`src/rtl/npu_job_sequencer.sv`:
```
// Job sequencer for the NPU compute datapath: per tile, LOAD/COMPUTE over K steps, then STORE.
// Optional perf_cycles output is built when NPU_SEQ_PERF_CNT_EN is defined.
module npu_job_sequencer #(
  parameter int TILE_W  = 8,
  parameter int K_W     = 8,
  parameter int TIMEOUT = 1024
) (
  input  logic              clk,
  input  logic              rst,
  // Handshakes: cfg uses valid/ready, a job is accepted on a cycle with
  // cfg_valid && cfg_ready; engines use a one-cycle start pulse and a done pulse.
  input  logic              cfg_valid,
  output logic              cfg_ready,
  input  logic [TILE_W-1:0] cfg_tiles,
  input  logic [K_W-1:0]    cfg_k_steps,
  input  logic              abort,
  output logic              load_start,
  input  logic              load_done,
  output logic              mac_clear,
  output logic              mac_start,
  input  logic              mac_done,
  output logic              store_start,
  input  logic              store_done,
  output logic [TILE_W-1:0] tile_idx,
  output logic [K_W-1:0]    k_idx,
  output logic              busy,
  output logic              done,
  output logic              err
`ifdef NPU_SEQ_PERF_CNT_EN
  ,
  output logic [31:0]       perf_cycles
`endif
);

  typedef enum logic [2:0] {
    ST_IDLE    = 3'd0,
    ST_LOAD    = 3'd1,
    ST_COMPUTE = 3'd2,
    ST_STORE   = 3'd3,
    ST_FINISH  = 3'd4
  } state_e;

  localparam int WD_W = (TIMEOUT < 2) ? 1 : $clog2(TIMEOUT + 1);
  localparam logic [WD_W-1:0]   WD_LAST  = WD_W'(TIMEOUT - 1);
  localparam logic [K_W:0]      K_ONE    = (K_W + 1)'(1);
  localparam logic [TILE_W:0]   TILE_ONE = (TILE_W + 1)'(1);

  state_e              state_q, state_d;
  logic [TILE_W-1:0]   tiles_q, tiles_d;
  logic [K_W-1:0]      k_steps_q, k_steps_d;
  logic [TILE_W-1:0]   tile_idx_q, tile_idx_d;
  logic [K_W-1:0]      k_idx_q, k_idx_d;
  logic [WD_W-1:0]     wd_q, wd_d;
  logic                err_q, err_d;
  logic                cfg_ready_q, cfg_ready_d;
  logic                busy_q, busy_d;
  logic                load_start_q, load_start_d;
  logic                mac_clear_q, mac_clear_d;
  logic                mac_start_q, mac_start_d;
  logic                store_start_q, store_start_d;
  logic                done_q, done_d;
  logic                timeout;
  logic                entering;

`ifdef NPU_SEQ_PERF_CNT_EN
  logic [31:0]         perf_cnt_q, perf_cnt_d;
  logic [31:0]         perf_cycles_q, perf_cycles_d;
`endif

  // State register
  always_ff @(posedge clk or posedge rst) begin
    if (rst) begin
      state_q       <= ST_IDLE;
      tiles_q       <= '0;
      k_steps_q     <= '0;
      tile_idx_q    <= '0;
      k_idx_q       <= '0;
      wd_q          <= '0;
      err_q         <= 1'b0;
      cfg_ready_q   <= 1'b1;
      busy_q        <= 1'b0;
      load_start_q  <= 1'b0;
      mac_clear_q   <= 1'b0;
      mac_start_q   <= 1'b0;
      store_start_q <= 1'b0;
      done_q        <= 1'b0;
`ifdef NPU_SEQ_PERF_CNT_EN
      perf_cnt_q    <= '0;
      perf_cycles_q <= '0;
`endif
    end else begin
      state_q       <= state_d;
      tiles_q       <= tiles_d;
      k_steps_q     <= k_steps_d;
      tile_idx_q    <= tile_idx_d;
      k_idx_q       <= k_idx_d;
      wd_q          <= wd_d;
      err_q         <= err_d;
      cfg_ready_q   <= cfg_ready_d;
      busy_q        <= busy_d;
      load_start_q  <= load_start_d;
      mac_clear_q   <= mac_clear_d;
      mac_start_q   <= mac_start_d;
      store_start_q <= store_start_d;
      done_q        <= done_d;
`ifdef NPU_SEQ_PERF_CNT_EN
      perf_cnt_q    <= perf_cnt_d;
      perf_cycles_q <= perf_cycles_d;
`endif
    end
  end

  assign timeout = (wd_q == WD_LAST);

  // Next-state logic. A done pulse is honoured only after the start-pulse cycle.
  always_comb begin
    state_d    = state_q;
    tiles_d    = tiles_q;
    k_steps_d  = k_steps_q;
    tile_idx_d = tile_idx_q;
    k_idx_d    = k_idx_q;
    err_d      = err_q;
    case (state_q)
      ST_IDLE: begin
        if (cfg_valid && cfg_ready_q) begin
          tiles_d    = cfg_tiles;
          k_steps_d  = cfg_k_steps;
          tile_idx_d = '0;
          k_idx_d    = '0;
          if ((cfg_tiles == '0) || (cfg_k_steps == '0)) begin
            err_d   = 1'b1;
            state_d = ST_FINISH;
          end else begin
            err_d   = 1'b0;
            state_d = ST_LOAD;
          end
        end
      end
      ST_LOAD: begin
        if (load_done && !load_start_q) begin
          state_d = ST_COMPUTE;
        end else if (timeout) begin
          err_d   = 1'b1;
          state_d = ST_FINISH;
        end
      end
      ST_COMPUTE: begin
        if (mac_done && !mac_start_q) begin
          if (({1'b0, k_idx_q} + K_ONE) < {1'b0, k_steps_q}) begin
            k_idx_d = k_idx_q + 1'b1;
            state_d = ST_LOAD;
          end else begin
            state_d = ST_STORE;
          end
        end else if (timeout) begin
          err_d   = 1'b1;
          state_d = ST_FINISH;
        end
      end
      ST_STORE: begin
        if (store_done && !store_start_q) begin
          if (({1'b0, tile_idx_q} + TILE_ONE) < {1'b0, tiles_q}) begin
            tile_idx_d = tile_idx_q + 1'b1;
            k_idx_d    = '0;
            state_d    = ST_LOAD;
          end else begin
            state_d = ST_FINISH;
          end
        end else if (timeout) begin
          err_d   = 1'b1;
          state_d = ST_FINISH;
        end
      end
      ST_FINISH: begin
        state_d    = ST_IDLE;
        tile_idx_d = '0;
        k_idx_d    = '0;
      end
      default: begin
        state_d = ST_IDLE;
      end
    endcase
    // Abort wins over any engine done or watchdog expiry in the same cycle.
    if (abort && (state_q != ST_IDLE)) begin
      state_d    = ST_IDLE;
      tile_idx_d = '0;
      k_idx_d    = '0;
      err_d      = err_q;
    end
  end

  // Output logic: every output is registered from its next-state value.
  always_comb begin
    entering      = (state_d != state_q);
    wd_d          = entering ? '0 : (wd_q + 1'b1);
    if (state_q == ST_IDLE) begin
      wd_d = '0;
    end
    cfg_ready_d   = (state_d == ST_IDLE);
    busy_d        = (state_d != ST_IDLE);
    load_start_d  = entering && (state_d == ST_LOAD);
    mac_clear_d   = entering && (state_d == ST_LOAD) && (k_idx_d == '0);
    mac_start_d   = entering && (state_d == ST_COMPUTE);
    store_start_d = entering && (state_d == ST_STORE);
    done_d        = entering && (state_d == ST_FINISH);
  end

`ifdef NPU_SEQ_PERF_CNT_EN
  // Cycle count runs from the accept cycle; the FINISH cycle itself is added on latch.
  always_comb begin
    perf_cnt_d    = perf_cnt_q;
    perf_cycles_d = perf_cycles_q;
    if (state_q == ST_IDLE) begin
      if (cfg_valid && cfg_ready_q) begin
        perf_cnt_d = 32'd1;
      end
    end else if (perf_cnt_q != '1) begin
      perf_cnt_d = perf_cnt_q + 32'd1;
    end
    if ((state_q == ST_FINISH) && !abort) begin
      perf_cycles_d = (perf_cnt_q == '1) ? perf_cnt_q : (perf_cnt_q + 32'd1);
    end
  end

  assign perf_cycles = perf_cycles_q;
`endif

  assign cfg_ready   = cfg_ready_q;
  assign busy        = busy_q;
  assign load_start  = load_start_q;
  assign mac_clear   = mac_clear_q;
  assign mac_start   = mac_start_q;
  assign store_start = store_start_q;
  assign done        = done_q;
  assign err         = err_q;
  assign tile_idx    = tile_idx_q;
  assign k_idx       = k_idx_q;

endmodule

```
`config.mk`:
```
export PLATFORM = sky130hd
export DESIGN_NAME = npu_job_sequencer
export DESIGN_NICKNAME = d
export VERILOG_FILES = /design/src/rtl/npu_job_sequencer.sv
export SDC_FILE = /design/constraint.sdc
export NUM_CORES = 1
export LEC_CHECK = 0
export CORE_ASPECT_RATIO = 0.9
export CORE_MARGIN = 2
export CORE_UTILIZATION = 30
export CTS_CLUSTER_SIZE = 16
export DETAILED_ROUTE_END_ITERATION = 10
export HOLD_SLACK_MARGIN = 0.08
export PLACE_DENSITY = 0.54
export SLEW_MARGIN = 20
export SYNTH_ARGS = -nofsm -noshare
export SYNTH_HDL_FRONTEND = slang
export SYNTH_SLANG_ARGS = --single-unit
```
`constraint.sdc`:
```
create_clock -name clk -period 4.4 [get_ports clk]
set_input_delay 0.88 -clock clk [delete_from_list [all_inputs] [get_ports clk]]
set_output_delay 0.88 -clock clk [all_outputs]
set_load 0.01 [all_outputs]
```
==> results.sh, run 1 <==
export IMPL_cp_slowest_stage_delay_ns=0.49
export IMPL_synth_top_area_share=0.406
export IMPL_fp_dieArea_sq_um=11700
export IMPL_r2r_start="k_idx[0]$_DFF_PP0_"
export IMPL_pwr_density_cell_nw_per_um2=453
export IMPL_cts_reportedPaths_clkPinSlew_ns=0.07
export IMPL_num_fill_cells=1095
export IMPL_synth_top_cells_by_count="dfrtp_1 (53), nand2_1 (45), o21ai_0 (31), inv_1 (27), nor2_1 (26)"
export IMPL_worst_slew_pin_slew_ns=0.643
export IMPL_syn_instance_count=367
export IMPL_slew_headroom=0.568
export IMPL_setup_tns_ns=0
export IMPL_grt_pass1_wl_mm=13.4
export IMPL_clock_power_share=0.254
export IMPL_utilization=0.375
export IMPL_synth_ff_type="dfrtp_1"
export IMPL_vias=2775
export IMPL_multi_input_area_sq_um=1740
export IMPL_grt_ovfl_total=0
export IMPL_max_freq_mhz=291
export IMPL_crit_start="k_idx[0]$_DFF_PP0_"
export IMPL_setup_viol_count_final=0
export IMPL_routed_wl_mm=7.99
export IMPL_cts_resized=0
export IMPL_insertion_delay_ns=0.30
export IMPL_gp_congestion=0.939
export IMPL_synthArstFlopShare=1.00
export IMPL_die_w_um=114
export IMPL_area_delta_synth_final_pct=23.1
export IMPL_fin_total_pwr_uw=1820
export IMPL_whs_ns=0.498
export IMPL_worst_ep_required_time_ns=4.59
export IMPL_coreArea_sq_um=10700
export IMPL_antenna_found_initial=0
export IMPL_crit_slowest_cell="dfrtp_1"
export IMPL_synth_top_area_cell="dfrtp_1"
export IMPL_yosysMostFrequentCell="dfrtp_1"
export IMPL_drcViolationCount=0
export IMPL_cts_buffers=5
export IMPL_cts_tree="yes"
export IMPL_portBuffers=46
export IMPL_cts_buffer_depth=2
export IMPL_regArea_sq_um=1350
export IMPL_start_util=0.305
export IMPL_grt_max_degree=34
export IMPL_syn_avg_cell_area_sq_um=8.90
export IMPL_power_frac_comb=0.373
export IMPL_rsz0062_at_grt="no"
export IMPL_p_seq_frac=0.373
export IMPL_rrSetupSlack_ns=0.97
export IMPL_reg2regPathDepth=12
export IMPL_root_buffer="clkbuf_16"
export IMPL_hp_start="wd_q[0]$_DFF_PP0_"
export IMPL_cp_arrival_ns=3.62
export IMPL_end_kind="flip-flop"
export IMPL_fin_area_sq_um=4020
export IMPL_ys_types=55
export IMPL_max_vdd_ir_drop_mv=0.169
export IMPL_ys_ff_latch=54
export IMPL_drt_iter0_drc=143
export IMPL_p_sw_uw=665
export IMPL_slew_violations=0
export IMPL_synthesis_area_sq_um=3270
export IMPL_synth_seq_area_share=0.414
export IMPL_holdBufCountCts=0
export IMPL_status="complete, no violations"
export IMPL_grt_pass1_vias=2715
export IMPL_ys_warn_count=0
export IMPL_io_pins=47
export IMPL_htree_num_levels=2
export IMPL_critical_path_class="flip-flop to flip-flop"
export IMPL_finalClockSkew_ns=0.00716
export IMPL_maxCapViolations=0
export IMPL_num_rows=36
export IMPL_hold_viol_final=0
export IMPL_start_kind="flip-flop"
export IMPL_synth_area_leaders="dfrtp_1 (41%), ha_1 (6.5%), nand2_1 (5.2%)"
export IMPL_place_area_sq_um=3850
export IMPL_grt_use_total=0.144
export IMPL_min_to="wd_q[0]$_DFF_PP0_"
export IMPL_min_path_type="flip-flop to flip-flop"
export IMPL_finalNetCount=449
export IMPL_cts_sinks=54
export IMPL_syn_num_nets=407
export IMPL_first_pass_iters=4
export IMPL_netSwitchingFraction=0.365
export IMPL_crit_fanout=8
export IMPL_period_share=0.780
export IMPL_postCtsSetupRepairBufs=0
export IMPL_dpl_hpwl_mm=6.07
export IMPL_n_antenna_cell=0
export IMPL_vias_per_cell=5.11
export IMPL_r2r_end="mac_clear$_DFF_PP0_"
export IMPL_synth_edf_count=0
export IMPL_critical_path_cell_chain="ha_1 -> nand3_2 -> or2_1 -> xnor2_1 -> ha_1 -> a211o_1 -> o211ai_1 -> o21ai_1 -> nor3_1 -> a221oi_1 -> o211ai_1 -> nor4b_1"
export IMPL_drive_gt1_frac=0.0707
export IMPL_die_h_um=103
export IMPL_leakage_uw=0.00174
export IMPL_ant_nets=0
export IMPL_hold_depth=1
export IMPL_wl_per_cell_um=14.7
export IMPL_p_int_uw=1160
export IMPL_fin_crit_ns=3.43
-- cells in the final DEF (no fill, tap or decap), drive strengths merged, types with 10 or more instances in the layout --
| cell type | synthesis | layout |
|---|---|---|
| inv | 27 | 28 |
| nor3 | 16 | 16 |
| ha | 17 | 17 |
| clkdlybuf4s50 | 0 | 46 |
| nor2 | 26 | 26 |
| o21ai | 33 | 33 |
| xnor2 | 10 | 10 |
| dfrtp | 53 | 53 |
| nand2b | 11 | 11 |
| nand2 | 45 | 45 |
| nand3 | 14 | 14 |
-- layout make-up --
| type | count | area share |
|---|---|---|
| clock inverter | 3 | 0.0118 |
| multi-input combinational | 272 | 0.434 |
| clock buffer | 5 | 0.0311 |
| sequential | 54 | 0.337 |
| tap | 133 | 0.0414 |
| inverter | 27 | 0.0252 |
| timing repair buffer | 49 | 0.120 |
-- per-stage QoR --
stage | instances | setup WS, ns
6_report | 543 | 0.967
5_1_grt | 543 | 0.608
4_1_cts | 543 | 1.01
3_5_place_dp | 535 | 1.04
3_3_place_gp | 535 | 1.07
2_1_floorplan | 367 | 1.31
-- critical path: cells and delay by family, from the launching register on --
kind            cells  cell delay [ns]
compound gates      5             1.17
xor+xnor            1             0.15
fa+ha+maj           2             0.56
flops               1             0.49
simple gates        4             0.96
-- worst max-delay path by stage --
stage	depth (start not counted)	slack (ns)	to
after floorplan	14	1.31	cfg_ready$_DFF_PP1_
after detailed placement	12	1.04	mac_clear$_DFF_PP0_
final	12	0.97	mac_clear$_DFF_PP0_
after CTS	12	1.01	mac_clear$_DFF_PP0_
after global placement	12	1.07	cfg_ready$_DFF_PP1_
after global routing	12	0.61	mac_clear$_DFF_PP0_
-- routing by layer --
| metal | part of all wire | vias up | GRT usage |
|---|---|---|---|
| met1 | 0.48 | 1300 | 0.198 |
| met2 | 0.45 | 78 | 0.234 |
| met3 | 0.056 | 13 | 0.0288 |
| li1 | - | 1384 | - |
| met4 | 0.014 | 0 | 0.0375 |
| met5 | 0 | - | 0 |
-- registers in the layout, indices dropped and copies added (netlist names) --
name / flops
cfg_ready: 1
state_q: 3
wd_q: 11
err: 1
k_steps_q: 8
busy: 1
tiles_q: 8
mac_clear: 1
tile_idx: 8
mac_start: 1
load_start: 1
done: 1
store_start: 1
k_idx: 8
-- logic make-up (layout without fill, tap and decap cells) --
family | after synthesis | count (layout) | share of synthesized area
AND/OR/NAND/NOR | 147 | 147 | 0.230
AO/OA/AOI/OAI | 87 | 87 | 0.180
flip-flops | 54 | 54 | 0.414
buffers and inverters | 41 | 84 | 0.0521
XOR/XNOR | 19 | 19 | 0.0510
adder cells (fa/ha/maj) | 17 | 17 | 0.0651
multiplexers | 2 | 2 | 0.00690
-- power by group through the flow --
stage	Sequential [uW]	Clock, uW	Combinational, uW
global placement	688	0	670
floorplan	673	0	470
detailed placement	689	0	680
global route	698	498	771
CTS	679	479	685
finish	679	463	680
Power figures use the tool's default switching activity.
==> run 2, diff against run 1 <==
- clock period: 4.4 -> 3.4 ns (I/O delays scaled with it)
==> run 2 against run 1 <==
Against the previous run: wire length increased by 3.4%; sequential power rose by 29%; non-clock buffer count rose by 6; die area stayed put; flip-flop and latch count unchanged; first-iteration DRC count rose by 43%; worst hold slack improved by 0.0036 ns; register-to-register slack lost 0.76 ns; cell area rose by 0.97%; combinational power grew 33%; via count increased by 2.4%; largest cell class unchanged; highest routed layer unchanged.
==> results.sh, run 2 (synthesized netlist as in run 1, its figures left out) <==
export IMPL_portBuffers=46
export IMPL_clock_power_share=0.231
export IMPL_grt_pass1_vias=2789
export IMPL_finalClockSkew_ns=0.00483
export IMPL_vias=2842
export IMPL_grt_ovfl_total=0
export IMPL_worst_ep_required_time_ns=3.58
export IMPL_pwr_density_cell_nw_per_um2=571
export IMPL_mostFrequentLayoutCell="dfrtp_1"
export IMPL_htree_num_levels=2
export IMPL_fin_ws_ns=0.211
export IMPL_end_kind="flip-flop"
export IMPL_die_h_um=103
export IMPL_first_pass_iters=4
export IMPL_maxCapViolations=0
export IMPL_p_sw_uw=855
export IMPL_netSwitchingFraction=0.369
export IMPL_vias_per_cell=5.18
export IMPL_slew_headroom=0.615
export IMPL_wl_per_cell_um=15.0
export IMPL_cts_buffers=5
export IMPL_period_share=0.938
export IMPL_p_seq_frac=0.379
export IMPL_status="complete, no violations"
export IMPL_fp_dieArea_sq_um=11700
export IMPL_crit_fanout=8
export IMPL_dp_slack_ns=0.0515
export IMPL_top_register="wd_q"
export IMPL_critical_path_class="flip-flop to flip-flop"
export IMPL_grt_use_total=0.150
export IMPL_mostFrequentLayoutCells="dfrtp_1 (52), clkdlybuf4s50_1 (46), nand2_1 (45)"
export IMPL_hold_viol_final=0
export IMPL_cts_tree="yes"
export IMPL_dp_cells=541
export IMPL_utilization=0.379
export IMPL_leakage_uw=0.00176
export IMPL_coreArea_sq_um=10700
export IMPL_routed_wl_mm=8.26
export IMPL_postCtsSetupRepairBufs=0
export IMPL_drt_iter0_drc=204
export IMPL_start_util=0.305
export IMPL_die_w_um=114
export IMPL_drcViolationCount=0
export IMPL_fin_crit_ns=3.19
export IMPL_area_delta_synth_final_pct=24.3
export IMPL_largest_reg_flops=11
export IMPL_rsz0062_at_grt="no"
export IMPL_slew_violations=0
export IMPL_ant_nets=0
export IMPL_fin_cells=549
export IMPL_max_freq_mhz=314
export IMPL_n_antenna_cell=0
export IMPL_cp_arrival_ns=3.37
export IMPL_dpl_hpwl_mm=6.32
export IMPL_grt_pass1_wl_mm=13.9
export IMPL_setup_viol_count_final=0
export IMPL_cts_buffer_depth=2
export IMPL_cts_sinks=54
export IMPL_drive_gt1_frac=0.0938
export IMPL_start_kind="flip-flop"
export IMPL_holdBufCountCts=0
export IMPL_max_vdd_ir_drop_mv=0.244
export IMPL_num_rows=36
export IMPL_worst_slew_pin_slew_ns=0.576
export IMPL_cts_resized=0
export IMPL_insertion_delay_ns=0.30
export IMPL_root_buffer="clkbuf_16"
export IMPL_cts_reportedPaths_clkPinSlew_ns=0.07
export IMPL_finalNetCount=455
export IMPL_antenna_found_initial=0
export IMPL_grt_max_degree=32
export IMPL_power_frac_comb=0.390
export IMPL_io_pins=47
export IMPL_setup_tns_ns=0
export IMPL_p_int_uw=1460
export IMPL_gp_congestion=0.907
export IMPL_min_path_type="flip-flop to flip-flop"
## run 2: cell count changes in the layout (fill, tap and decap cells not counted), sizes merged
cell	previous run	this run
buf	3	9
bufinv	1	0
clkbuf	5	7
clkinv	1	0
## run 2: per-stage QoR
step / instance area, sq um / hold slack, ns / total power (uW)
2_1_floorplan: 3270 / 0.457 / 1480
3_3_place_gp: 3890 / 0.482 / 1780
3_5_place_dp: 3890 / 0.494 / 1790
4_1_cts: 4040 / 0.504 / 2340
5_1_grt: 4060 / 0.533 / 2510
6_report: 4060 / 0.502 / 2320
## run 2: power groups by stage
stage	Sequential, uW	Combinational [uW]	Clock, uW
after global placement	891	890	0
after CTS	880	903	557
after global routing	899	1020	584
after floorplan	871	608	0
after detailed placement	892	896	0
final	877	903	536
## run 2: worst max-delay path: stages (launching register included)
cell and delay (ns):
dfrtp_1 0.46, nand3_1 0.14, or2_2 0.37, nor2_1 0.16
xor2_1 0.28, ha_1 0.30, nand4_1 0.10, nor2_1 0.06
a211o_2 0.38, o211ai_4 0.22, nand3b_4 0.13, o41ai_2 0.38
nand2_1 0.11
## run 2: path summary, 6_finish.rpt
path,start,endpoint,slack [ns],cells after the start
setup / recovery,k_idx[1]$_DFF_PP0_,busy$_DFF_PP0_,0.21,12
hold / removal,wd_q[0]$_DFF_PP0_,wd_q[0]$_DFF_PP0_,0.50,1
setup reg to reg,k_idx[1]$_DFF_PP0_,busy$_DFF_PP0_,0.21,12
hold reg to reg,wd_q[0]$_DFF_PP0_,wd_q[0]$_DFF_PP0_,0.50,1
max in group asynchronous,rst,tiles_q[4]$_DFFE_PP0P_,1.99,3
min in group asynchronous,rst,busy$_DFF_PP0_,0.77,2
## run 2: final cells by class
| type | count | area [sq um] |
|---|---|---|
| clock inverter | 1 | 8.76 |
| inverter | 27 | 101 |
| clock buffer | 7 | 143 |
| fill | 1083 | 6660 |
| sequential | 54 | 1350 |
| multi-input combinational | 272 | 1760 |
| timing repair buffer | 55 | 528 |
| tap | 133 | 166 |
## run 2: routing by layer
metal | global-route usage | vias to the layer above | routed length [um]
li1 | - | 1394 | -
met1 | 0.208 | 1353 | 3940
met2 | 0.231 | 81 | 3750
met3 | 0.0329 | 14 | 421
met4 | 0.0544 | 0 | 150
met5 | 0 | - | 0
==> run 3, diff against run 2 <==
--- a/config.mk
+++ b/config.mk
@@ -6,5 +6,5 @@
 export NUM_CORES = 1
 export LEC_CHECK = 0
-export CORE_ASPECT_RATIO = 0.9
+export CORE_ASPECT_RATIO = 1.25
 export CORE_MARGIN = 2
 export CORE_UTILIZATION = 30
==> constraint.sdc (replaced) <==
create_clock -name clk -period 3.4 [get_ports clk]
set_input_delay 0.68 -clock clk [delete_from_list [all_inputs] [get_ports clk]]
set_output_delay 0.68 -clock clk [all_outputs]
set_load 0.1 [all_outputs]
==> run 3 against run 2 <==
Against the previous run: flip-flop and latch count unchanged; clock power up 8.0%; register-to-register slack about the same; wire length up 2.4%; critical endpoint is now cfg_ready$_DFF_PP1_; worst hold slack worse by 0.0078 ns; combinational power up 28%; largest power group unchanged; power up 13%; sequential share of layout area up 0.53 points.
==> results.sh, run 3 (synthesized netlist as in run 1, its figures left out) <==
export IMPL_cp_top_family="compound AO/OA/AOI/OAI gates"
export IMPL_fp_dieArea_sq_um=11700
export IMPL_finalNetCount=453
export IMPL_max_freq_mhz=314
export IMPL_leakage_uw=0.00179
export IMPL_max_vdd_ir_drop_mv=0.331
export IMPL_hp_start="wd_q[0]$_DFF_PP0_"
export IMPL_dp_slack_ns=0.156
export IMPL_finalClockSkew_ns=0.00478
export IMPL_antenna_found_initial=0
export IMPL_dp_cells=538
export IMPL_num_fill_cells=1113
export IMPL_status="complete, no violations"
export IMPL_cp_slowest_stage_delay_ns=0.43
export IMPL_mostFrequentLayoutCell="dfrtp_1"
export IMPL_cts_tree="yes"
export IMPL_num_rows=42
export IMPL_cts_buffers=5
export IMPL_clock_power_share=0.221
export IMPL_fin_area_sq_um=4020
export IMPL_critical_path_class="flip-flop to flip-flop"
export IMPL_n_antenna_cell=0
export IMPL_drt_iter0_drc=161
export IMPL_drive_gt1_frac=0.164
export IMPL_regArea_sq_um=1360
export IMPL_gp_congestion=0.898
export IMPL_io_pins=47
export IMPL_first_pass_iters=7
export IMPL_fin_ws_ns=0.216
export IMPL_min_to="wd_q[0]$_DFF_PP0_"
export IMPL_end_kind="flip-flop"
export IMPL_reg2regPathDepth=12
export IMPL_pwr_density_cell_nw_per_um2=652
export IMPL_insertion_delay_ns=0.29
export IMPL_multi_input_area_sq_um=1760
export IMPL_r2r_end="cfg_ready$_DFF_PP1_"
export IMPL_p_seq_frac=0.337
export IMPL_dpl_hpwl_mm=6.38
export IMPL_crit_slowest_cell="dfrtp_2"
export IMPL_min_path_type="flip-flop to flip-flop"
export IMPL_r2r_start="k_idx[0]$_DFF_PP0_"
export IMPL_period_share=0.936
export IMPL_p_int_uw=1500
export IMPL_worst_ep_required_time_ns=3.64
export IMPL_largest_reg_flops=11
export IMPL_cts_reportedPaths_clkPinSlew_ns=0.07
export IMPL_mostFrequentLayoutCells="dfrtp_1 (46), nand2_1 (45), o21ai_0 (31)"
export IMPL_die_w_um=97.3
export IMPL_rrSetupSlack_ns=0.22
export IMPL_postCtsSetupRepairBufs=0
export IMPL_netSwitchingFraction=0.427
export IMPL_fin_crit_ns=3.18
export IMPL_vias_per_cell=5.15
export IMPL_coreArea_sq_um=10600
export IMPL_htree_num_levels=2
export IMPL_crit_fanout=8
export IMPL_grt_ovfl_total=0
export IMPL_maxCapViolations=0
export IMPL_hold_viol_final=0
export IMPL_slew_violations=0
export IMPL_grt_max_degree=32
export IMPL_root_buffer="clkbuf_16"
export IMPL_cts_sinks=54
export IMPL_ant_nets=0
export IMPL_die_h_um=121
export IMPL_grt_pass1_vias=2900
export IMPL_vias=2814
export IMPL_worst_slew_pin_slew_ns=0.598
export IMPL_cp_arrival_ns=3.42
export IMPL_hold_depth=1
export IMPL_fin_cells=546
export IMPL_grt_pass1_wl_mm=13.8
export IMPL_fin_total_pwr_uw=2620
export IMPL_portBuffers=46
export IMPL_start_kind="flip-flop"
export IMPL_slew_headroom=0.598
export IMPL_area_delta_synth_final_pct=23.0
export IMPL_p_sw_uw=1120
export IMPL_setup_viol_count_final=0
export IMPL_place_area_sq_um=3840
export IMPL_crit_buf_inv=0
export IMPL_top_register="wd_q"
export IMPL_crit_start="k_idx[0]$_DFF_PP0_"
export IMPL_grt_use_total=0.146
export IMPL_drcViolationCount=0
export IMPL_critical_path_cell_chain="ha_2 -> nand3_2 -> or2_1 -> xnor2_1 -> ha_1 -> a211o_1 -> o211ai_1 -> o21ai_2 -> o211ai_4 -> nand3b_4 -> o41ai_2 -> and2_1"
export IMPL_wl_per_cell_um=15.5
export IMPL_cts_buffer_depth=2
export IMPL_power_frac_comb=0.442
export IMPL_routed_wl_mm=8.46
export IMPL_rsz0062_at_grt="no"
export IMPL_start_util=0.308
==> run 3: changes by cell type in the layout (fill, tap and decap cells not counted), moves of 2 or more <==
| cell | previous run | this run |
|---|---|---|
| buf_4 | 9 | 30 |
| clkdlybuf4s50_1 | 46 | 22 |
| clkinv_2 | 0 | 2 |
| dfrtp_1 | 52 | 46 |
| dfrtp_2 | 1 | 7 |
==> run 3: worst max-delay path by stage <==
stage	endpoint	cells past startpoint
finish	cfg_ready$_DFF_PP1_	12
global route	mac_clear$_DFF_PP0_	12
CTS	cfg_ready$_DFF_PP1_	12
detailed placement	mac_clear$_DFF_PP0_	12
global placement	mac_clear$_DFF_PP0_	12
floorplan	cfg_ready$_DFF_PP1_	14
==> run 3: per-layer routing <==
metal / GRT usage / wire length (um) / up-vias
li1: - / - / 1389
met1: 0.168 / 3530 / 1333
met2: 0.264 / 4320 / 72
met3: 0.0272 / 351 / 20
met4: 0.0608 / 255 / 0
met5: 0 / 0 / -
==> run 3: repair_timing <==
item / in CTS / in global routing
hold buffers: 0 / 0
endpoints found under the hold margin: 0 / 0
gates resized for setup: 0 / 4
setup endpoints to repair: 0 / 13
==> run 3: power by group through the flow <==
stage	registers, uW	clock network (uW)	logic, uW
final	882	579	1160
after global routing	900	614	1270
after CTS	882	594	1170
after detailed placement	893	0	1160
after global placement	890	0	1140
after floorplan	1120	0	608
==> run 3: layout make-up <==
class	count	area share
flip-flops and latches	54	0.339
repair buffers	53	0.116
clock buffers	5	0.0312
multi-input cells	272	0.438
well taps	132	0.0411
inverters	27	0.0252
clock inverters	3	0.00997
==> run 3: per-stage QoR <==
step,setup TNS (ns),utilization,hold slack (ns)
floorplan,-0.00362,-,0.457
global placement,0,0.361,0.472
detailed placement,0,0.361,0.484
CTS,0,0.377,0.493
global route,0,0.378,0.523
finish,0,0.378,0.494
